<file path="config.mk">
export PLATFORM = sky130hd
export DESIGN_NAME = ma_lsu
export DESIGN_NICKNAME = d
export VERILOG_FILES = /design/src/rtl/ma_lsu.sv
export SDC_FILE = /design/constraint.sdc
export NUM_CORES = 1
export LEC_CHECK = 0
export CAP_MARGIN = 20
export CORE_MARGIN = 8
export CORE_UTILIZATION = 44
export CTS_CLUSTER_DIAMETER = 30
export DETAILED_ROUTE_END_ITERATION = 12
export HOLD_SLACK_MARGIN = 0.15
export PLACE_DENSITY_LB_ADDON = 0.08
export SLEW_MARGIN = 30
export SYNTH_ARGS = -nofsm -noshare
export SYNTH_HDL_FRONTEND = slang
export SYNTH_SLANG_ARGS = --single-unit
</file>
<file path="constraint.sdc">
create_clock -name clk -period 2.4 [get_ports clk]
set_clock_uncertainty 0.15 [all_clocks]
set_input_delay 0.24 -clock clk [delete_from_list [all_inputs] [get_ports clk]]
set_output_delay 0.24 -clock clk [all_outputs]
set_load 0.02 [all_outputs]
</file>
<file path="src/rtl/ma_lsu.sv">
// ma_lsu: single-outstanding RV32 load/store unit. Byte and half stores use
// read-modify-write on a word-addressed data memory that has a combinational read.
module ma_lsu #(
    parameter int IDX_W = 10
) (
    input  logic        clk,
    input  logic        reset,
    input  logic        req_valid,
    output logic        req_ready,
    input  logic        req_store,
    input  logic [2:0]  req_funct3,
    input  logic [31:0] req_addr,
    input  logic [31:0] req_wdata,
    output logic        resp_valid,
    output logic [31:0] resp_data,
    output logic        resp_err,
    output logic [31:0] mem_address,
    output logic [31:0] mem_data_in,
    output logic [1:0]  mem_write,
    output logic [1:0]  mem_read,
    input  logic [31:0] mem_data_out
);
    typedef enum logic [2:0] {IDLE, LOAD, RMW_RD, WRITE, RESP} state_t;
    state_t state, state_nx;
    logic [IDX_W+1:0] addr_q;
    logic [2:0] funct3_q;
    logic [31:0] wdata_q, rdata_q, load_val, lane_mask, merged;
    logic [7:0] lane_b;
    logic [15:0] lane_h;
    logic [4:0] shamt;
    logic err_q, illegal, misaligned, out_of_range, err;

    always_comb begin
        illegal = req_store ? (req_funct3 > 3'd2) : (req_funct3 == 3'd3 || req_funct3 > 3'd5);
        misaligned = (req_funct3[1:0] == 2'd1 && req_addr[0]) ||
                     (req_funct3[1:0] == 2'd2 && req_addr[1:0] != 2'd0);
        out_of_range = req_addr[31:IDX_W+2] != '0;
        err = illegal | misaligned | out_of_range;
    end

    // Lane extraction for loads and lane merge for byte/half stores.
    always_comb begin
        shamt = {addr_q[1:0], 3'b000};
        lane_b = mem_data_out[shamt +: 8];
        lane_h = mem_data_out[{addr_q[1], 4'b0000} +: 16];
        load_val = funct3_q == 3'd0 ? {{24{lane_b[7]}}, lane_b} :
                   funct3_q == 3'd1 ? {{16{lane_h[15]}}, lane_h} :
                   funct3_q == 3'd4 ? {24'd0, lane_b} :
                   funct3_q == 3'd5 ? {16'd0, lane_h} : mem_data_out;
        lane_mask = (funct3_q[0] ? 32'h0000_FFFF : 32'h0000_00FF) << shamt;
        merged = (mem_data_out & ~lane_mask) | ((wdata_q << shamt) & lane_mask);
    end

    always_ff @(posedge clk or negedge reset) begin
        if (!reset) state <= IDLE;
        else state <= state_nx;
    end

    always_comb begin
        state_nx = state;
        mem_read = 2'b00;
        mem_write = 2'b00;
        case (state)
            IDLE:
                if (req_valid)
                    state_nx = err ? RESP : !req_store ? LOAD :
                               req_funct3[1:0] == 2'd2 ? WRITE : RMW_RD;
            LOAD: begin
                mem_read = 2'b01;
                state_nx = RESP;
            end
            RMW_RD: begin
                mem_read = 2'b01;
                state_nx = WRITE;
            end
            WRITE: begin
                mem_write = 2'b01;
                state_nx = RESP;
            end
            RESP: state_nx = IDLE;
            default: state_nx = IDLE;
        endcase
    end

    // wdata_q doubles as the merged write word for byte/half stores.
    always_ff @(posedge clk or negedge reset) begin
        if (!reset) begin
            addr_q <= '0;
            funct3_q <= '0;
            wdata_q <= '0;
            rdata_q <= '0;
            err_q <= 1'b0;
        end else begin
            case (state)
                IDLE:
                    if (req_valid) begin
                        addr_q <= req_addr[IDX_W+1:0];
                        funct3_q <= req_funct3;
                        wdata_q <= req_wdata;
                        rdata_q <= '0;
                        err_q <= err;
                    end
                LOAD: rdata_q <= load_val;
                RMW_RD: wdata_q <= merged;
                default: ;
            endcase
        end
    end

    assign req_ready = state == IDLE;
    assign resp_valid = state == RESP;
    assign resp_err = resp_valid & err_q;
    assign resp_data = resp_valid ? rdata_q : '0;
    assign mem_address = {{(32-IDX_W){1'b0}}, addr_q[IDX_W+1:2]};
    assign mem_data_in = wdata_q;
endmodule

</file>
Word level (Yosys, flattened, before mapping)
Cells that the tools add are included.
{"block": "totals", "reg_bits": 83, "input_bits": 103, "output_inout_bits": 103, "elab_cells": 63}
{"block": "classes", "n_lt_le_gt_ge": 2, "n_eq_ne": 11, "shifts": 4, "muxes": 18, "bitwise": 7, "n_reduce_logical": 15}
{"cell": "$mux 32", "count": 7}
{"cell": "$pmux 32 s2", "count": 2}
{"cell": "$and 32x32->32", "count": 2}
{"cell": "$not 32->32", "count": 1}
{"cell": "$or 32x32->32", "count": 1}
{"cell": "$shiftx 32x6->16", "count": 1}
{"cell": "$shiftx 32x6->8", "count": 1}
{"cell": "$shl 16x5->32", "count": 1}
{"cell": "$shl 32x5->32", "count": 1}
{"cell": "$reduce_bool 20->1", "count": 1}
{"cell": "$mux 16", "count": 1}
{"cell": "$eq 3x2->1 const B", "count": 3}
{"cell": "$eq 3x3->1 const B", "count": 3}
{"cell": "$pmux 3 s3", "count": 1}
{"cell": "$eq 3x1->1 const B", "count": 2}
{"cell": "$logic_not 3->1", "count": 2}
{"cell": "$mux 3", "count": 2}
{"cell": "$reduce_and 2->1", "count": 3}
{"cell": "$reduce_bool 2->1", "count": 3}
{"cell": "$mux 1", "count": 4}
{"cell": "$reduce_or 2->1", "count": 2}
{"cell": "$gt 3x2->1 const B", "count": 1}
{"cell": "$gt 3x3->1 const B", "count": 1}
{"cell": "$eq 2x1->1 const B", "count": 1}
{"cell": "other kinds (7)", "count": 10}

Depth between registers and ports, before layout
{"block": "depth", "word_depth": 8, "ltp_mapped": 8, "mapped_depth_nobuf": 4}

Worst setup path after synthesis
OpenSTA, ideal clock, no wires.
{"block": "synth_path", "path_type": "register to output", "from": "reg state[0]", "to": "out resp_data[22]", "arrival_time_ns": 1.596, "setup_slack_ns": 0.414, "stages_incl_launch_ff": 5, "cell_sequence": "dfrtp_1 buf_2 nor3b_1 clkbuf_1 and2_1"}
{"block": "synth_via", "elab_chain_cells": 2}
{"element": "from (decl)", "line_no": "24", "source": "state_t state, state_nx;"}
{"element": "from (signal assigned)", "line_no": "56", "source": "else state <= state_nx;"}
{"element": "$eq 3x3->1", "line_no": "111", "source": "assign resp_valid = state == RESP;"}
{"element": "via resp_valid", "line_no": "14", "source": "output logic resp_valid,"}
{"element": "$mux 32", "line_no": "113", "source": "assign resp_data = resp_valid ? rdata_q : '0;"}
{"element": "to (decl)", "line_no": "15", "source": "output logic [31:0] resp_data,"}
The timed path passes the listed nets, and every way through them passes these cells.

Worst setup path after layout
{"block": "layout_path", "from": "reg state[1]", "to": "out resp_valid"}
{"block": "layout_via", "elab_chain_cells": 1}
{"element": "$eq 3x3->1", "line_no": "111"}
{"element": "to (decl)", "line_no": "14"}
No other way between the ends.

==> impl_metrics.ini <==
[logic_synthesis]
synthAdderAreaFrac_pct = 0
synth-simple-area-share_pct = 19.8
seq_area_frac_synth_pct = 40.6
synth_most_common_cell = dfrtp_1
synthTopCellsByArea = dfrtp_1 41%, a221o_1 6.1%, and2_1 5.9%
syn_inst = 555
netlist_area_um2 = 5110
synth-edff-count = 0
synthDistinctLibCells = 48
synth_area_per_cell_um2 = 9.21
synthFlopType = dfrtp_1
synth_top_family_by_area = compound AO/OA/AOI/OAI gates
synthTopCellsByCount = 83 x dfrtp_1, 70 x nand2_1, 48 x and2_1
muxShareOfSynthArea_pct = 3.94
synth_top_area_cell = dfrtp_1
yosys_warnings = 0
synth_async_sr_flop_share_pct = 100
synth_xor_area_share_pct = 0
synth-seq-cells = 83
synth.top_cell.area_share_pct = 40.6
synth-compound-area-share_pct = 24.9

[route]
wl_um = 18800
wl_met1_um = 7830
dr_wl_met2_um = 8520
met3_length_um = 1980
drc_errors = 0
maxUsedRoutingLayer = met4
dr.first_iter.drc_count = 522
via_per_inst = 5.82
wl_per_cell_um = 21.8
vias = 5024
ant_nets = 0
dr.pass1.iters = 5

[timing]
worst_slack_ns = 0.0711
worst_pin_slew_ns = 0.808
setup_viol = 0
hold_violations = 0
rsz0062_at_grt = no
max_freq_mhz = 429
relSlewSlack_pct = 45.7
drv_slew = 0
period_minus_slack_ns = 2.33
fin_tns_setup_ns = 0
min_period_over_period_pct = 97.0

[final_layout]
syn2layout_area_growth_pct = 41.0
drive_above_1_share_pct = 10.3
diodes = 0
final_net_count = 819

[power]
p_clk_share_pct = 32.3
pwr-share-seq_pct = 38.6
p_per_area_nw_per_um2 = 589
p_sw_mw = 1.37
peakVddDrop_mv = 0.381
switching_share_pct = 32.3
p_leak_nw = 3.13
p_comb_share_pct = 29.1
p_int_mw = 2.87

[worst_setup_path]
cp-end-kind = output port
worstPathRequired_ns = 2.01
worstSetupStartpointType = register
crit_fanout = 34
cp.arrival_ns = 1.94
reg2reg_slack_ns = 0.14
path_class = reg2out

[placed_design]
post-place-ws_ns = 0.194
hpwl_um = 14500
place.gp.congestion = 0.901
numPortBuffers = 181

[grt]
first_global_vias = 4965
antenna_found_initial = 0
grt_usage_pct = 24.3
grt.overflow.total = 0
grt_max_degree = 47
grt_pass1_wl_um = 28300

[worst_hold_path]
hp-class = in2async

[floorplan]
core-area_um2 = 11400
dieWidth_um = 124
io-pin-count = 206
die-area_um2 = 15300
start_util_pct = 44.9
fp-row-count = 39
fp.dieH_um = 124

[clock_tree]
clk_latency_ns = 0.34
htree_levels = 3
cts.path.max_buffers = 2
cts_buffers = 9
cts.sinks = 83
cts-root-buf = clkbuf_16
clk_pin_slew_ns = 0.07
cts_tree = built

[job]
cap_violations = 0

[status]
run_status = finished, final reports clean
[routing by layer]
metal  vias up  GRT usage [%]
met4         0           9.71
met1      2402           31.6
met5         -              0
met3        31           6.03
met2       288           38.0
li1       2303              -
[area by class of cell]
type                    count  area, um^2
inverters                  11        41.3
flip-flops and latches     83        2080
well taps                 143         179
repair buffers            207        2010
multi-input cells         404        2610
clock inverters             6        66.3
fillers                  1010        4170
clock buffers               9         225
[cells in the final DEF (no fill, tap or decap), types with 2 or more instances in the layout]
| cell | synthesis | layout |
|---|---|---|
| nand3b_1 | 9 | 9 |
| nor3b_2 | 2 | 2 |
| o21ai_0 | 18 | 17 |
| o211ai_1 | 9 | 9 |
| clkdlybuf4s50_1 | 0 | 146 |
| conb_1 | 1 | 24 |
| a311oi_1 | 8 | 8 |
| o21ai_2 | 0 | 2 |
| nor3_1 | 4 | 4 |
| o22ai_1 | 17 | 17 |
| buf_12 | 0 | 3 |
| dfrtp_1 | 83 | 81 |
| a21oi_1 | 27 | 26 |
| clkbuf_16 | 0 | 9 |
| nand2_1 | 70 | 70 |
| nor4_1 | 5 | 5 |
| dlygate4sd2_1 | 0 | 33 |
| o221ai_1 | 7 | 7 |
| and2_1 | 48 | 48 |
| nor2_1 | 13 | 12 |
| a221o_1 | 31 | 31 |
| a31o_2 | 2 | 2 |
| o21ai_1 | 12 | 11 |
| a22oi_1 | 8 | 8 |
| o32ai_1 | 7 | 7 |
| buf_4 | 39 | 23 |
| nand3_1 | 9 | 9 |
| clkinvlp_4 | 0 | 3 |
| nor2b_1 | 2 | 2 |
| a211oi_1 | 15 | 15 |
| mux2_2 | 15 | 15 |
| a22o_1 | 7 | 7 |
| inv_1 | 10 | 10 |
| nor2_2 | 1 | 2 |
| dfrtp_2 | 0 | 2 |
| nand2b_1 | 20 | 20 |
[path summary, 6_finish.rpt]
path / startpoint / to / cells past startpoint
max: state[1]$_DFFE_PN0P_ / resp_valid / 3
min: reset / addr_q[5]$_DFFE_PN0P_ / 2
max reg2reg: addr_q[1]$_DFFE_PN0P_ / register / 5
min reg2reg: rdata_q[5]$_DFFE_PN0P_ / rdata_q[5]$_DFFE_PN0P_ / 2
max in group asynchronous: reset / state[1]$_DFFE_PN0P_ / 3
min in group clk: rdata_q[5]$_DFFE_PN0P_ / rdata_q[5]$_DFFE_PN0P_ / 2
[per-stage QoR]
stage / hold WS [ns] / instances / cell area [um^2] / total power [mW] / util [%]
global placement: 0.116 / 847 / 6930 / 2.86 / 60.9
floorplan: -0.206 / 578 / 5200 / 2.32 / -
finish: 0.289 / 863 / 7200 / 4.24 / 63.4
detailed placement: 0.122 / 847 / 6930 / 2.88 / 60.9
global route: 0.340 / 863 / 7200 / 4.40 / 63.4
CTS: 0.304 / 863 / 7200 / 4.25 / 63.3
[power by group through the flow]
stage / clock (mW) / combinational, mW / sequential (mW)
global placement: 0 / 1.20 / 1.65
floorplan: 0 / 0.628 / 1.69
global route: 1.43 / 1.32 / 1.65
detailed placement: 0 / 1.22 / 1.66
finish: 1.37 / 1.23 / 1.64
CTS: 1.39 / 1.23 / 1.63
[what timing repair did]
item,4_1_cts,5_1_grt
buffers inserted,0,0
resized for setup,36,2
setup endpoints to repair,35,5
hold buffers,1,0
endpoints found under the hold margin,43,0
[critical path, cell delays in order, from the launching register on]
cell             delay [ns]
dfrtp_2                0.50
nor3b_4                0.27
buf_12                 0.19
clkdlybuf4s50_1        0.62
[kinds of logic after synthesis]
| family | Yosys count |
|---|---|
| AND/OR/NAND/NOR | 189 |
| AO/OA/AOI/OAI | 174 |
| buffers and inverters | 91 |
| flip-flops | 83 |
| multiplexers | 17 |
| other | 1 |
Power figures use the tool's default switching activity.
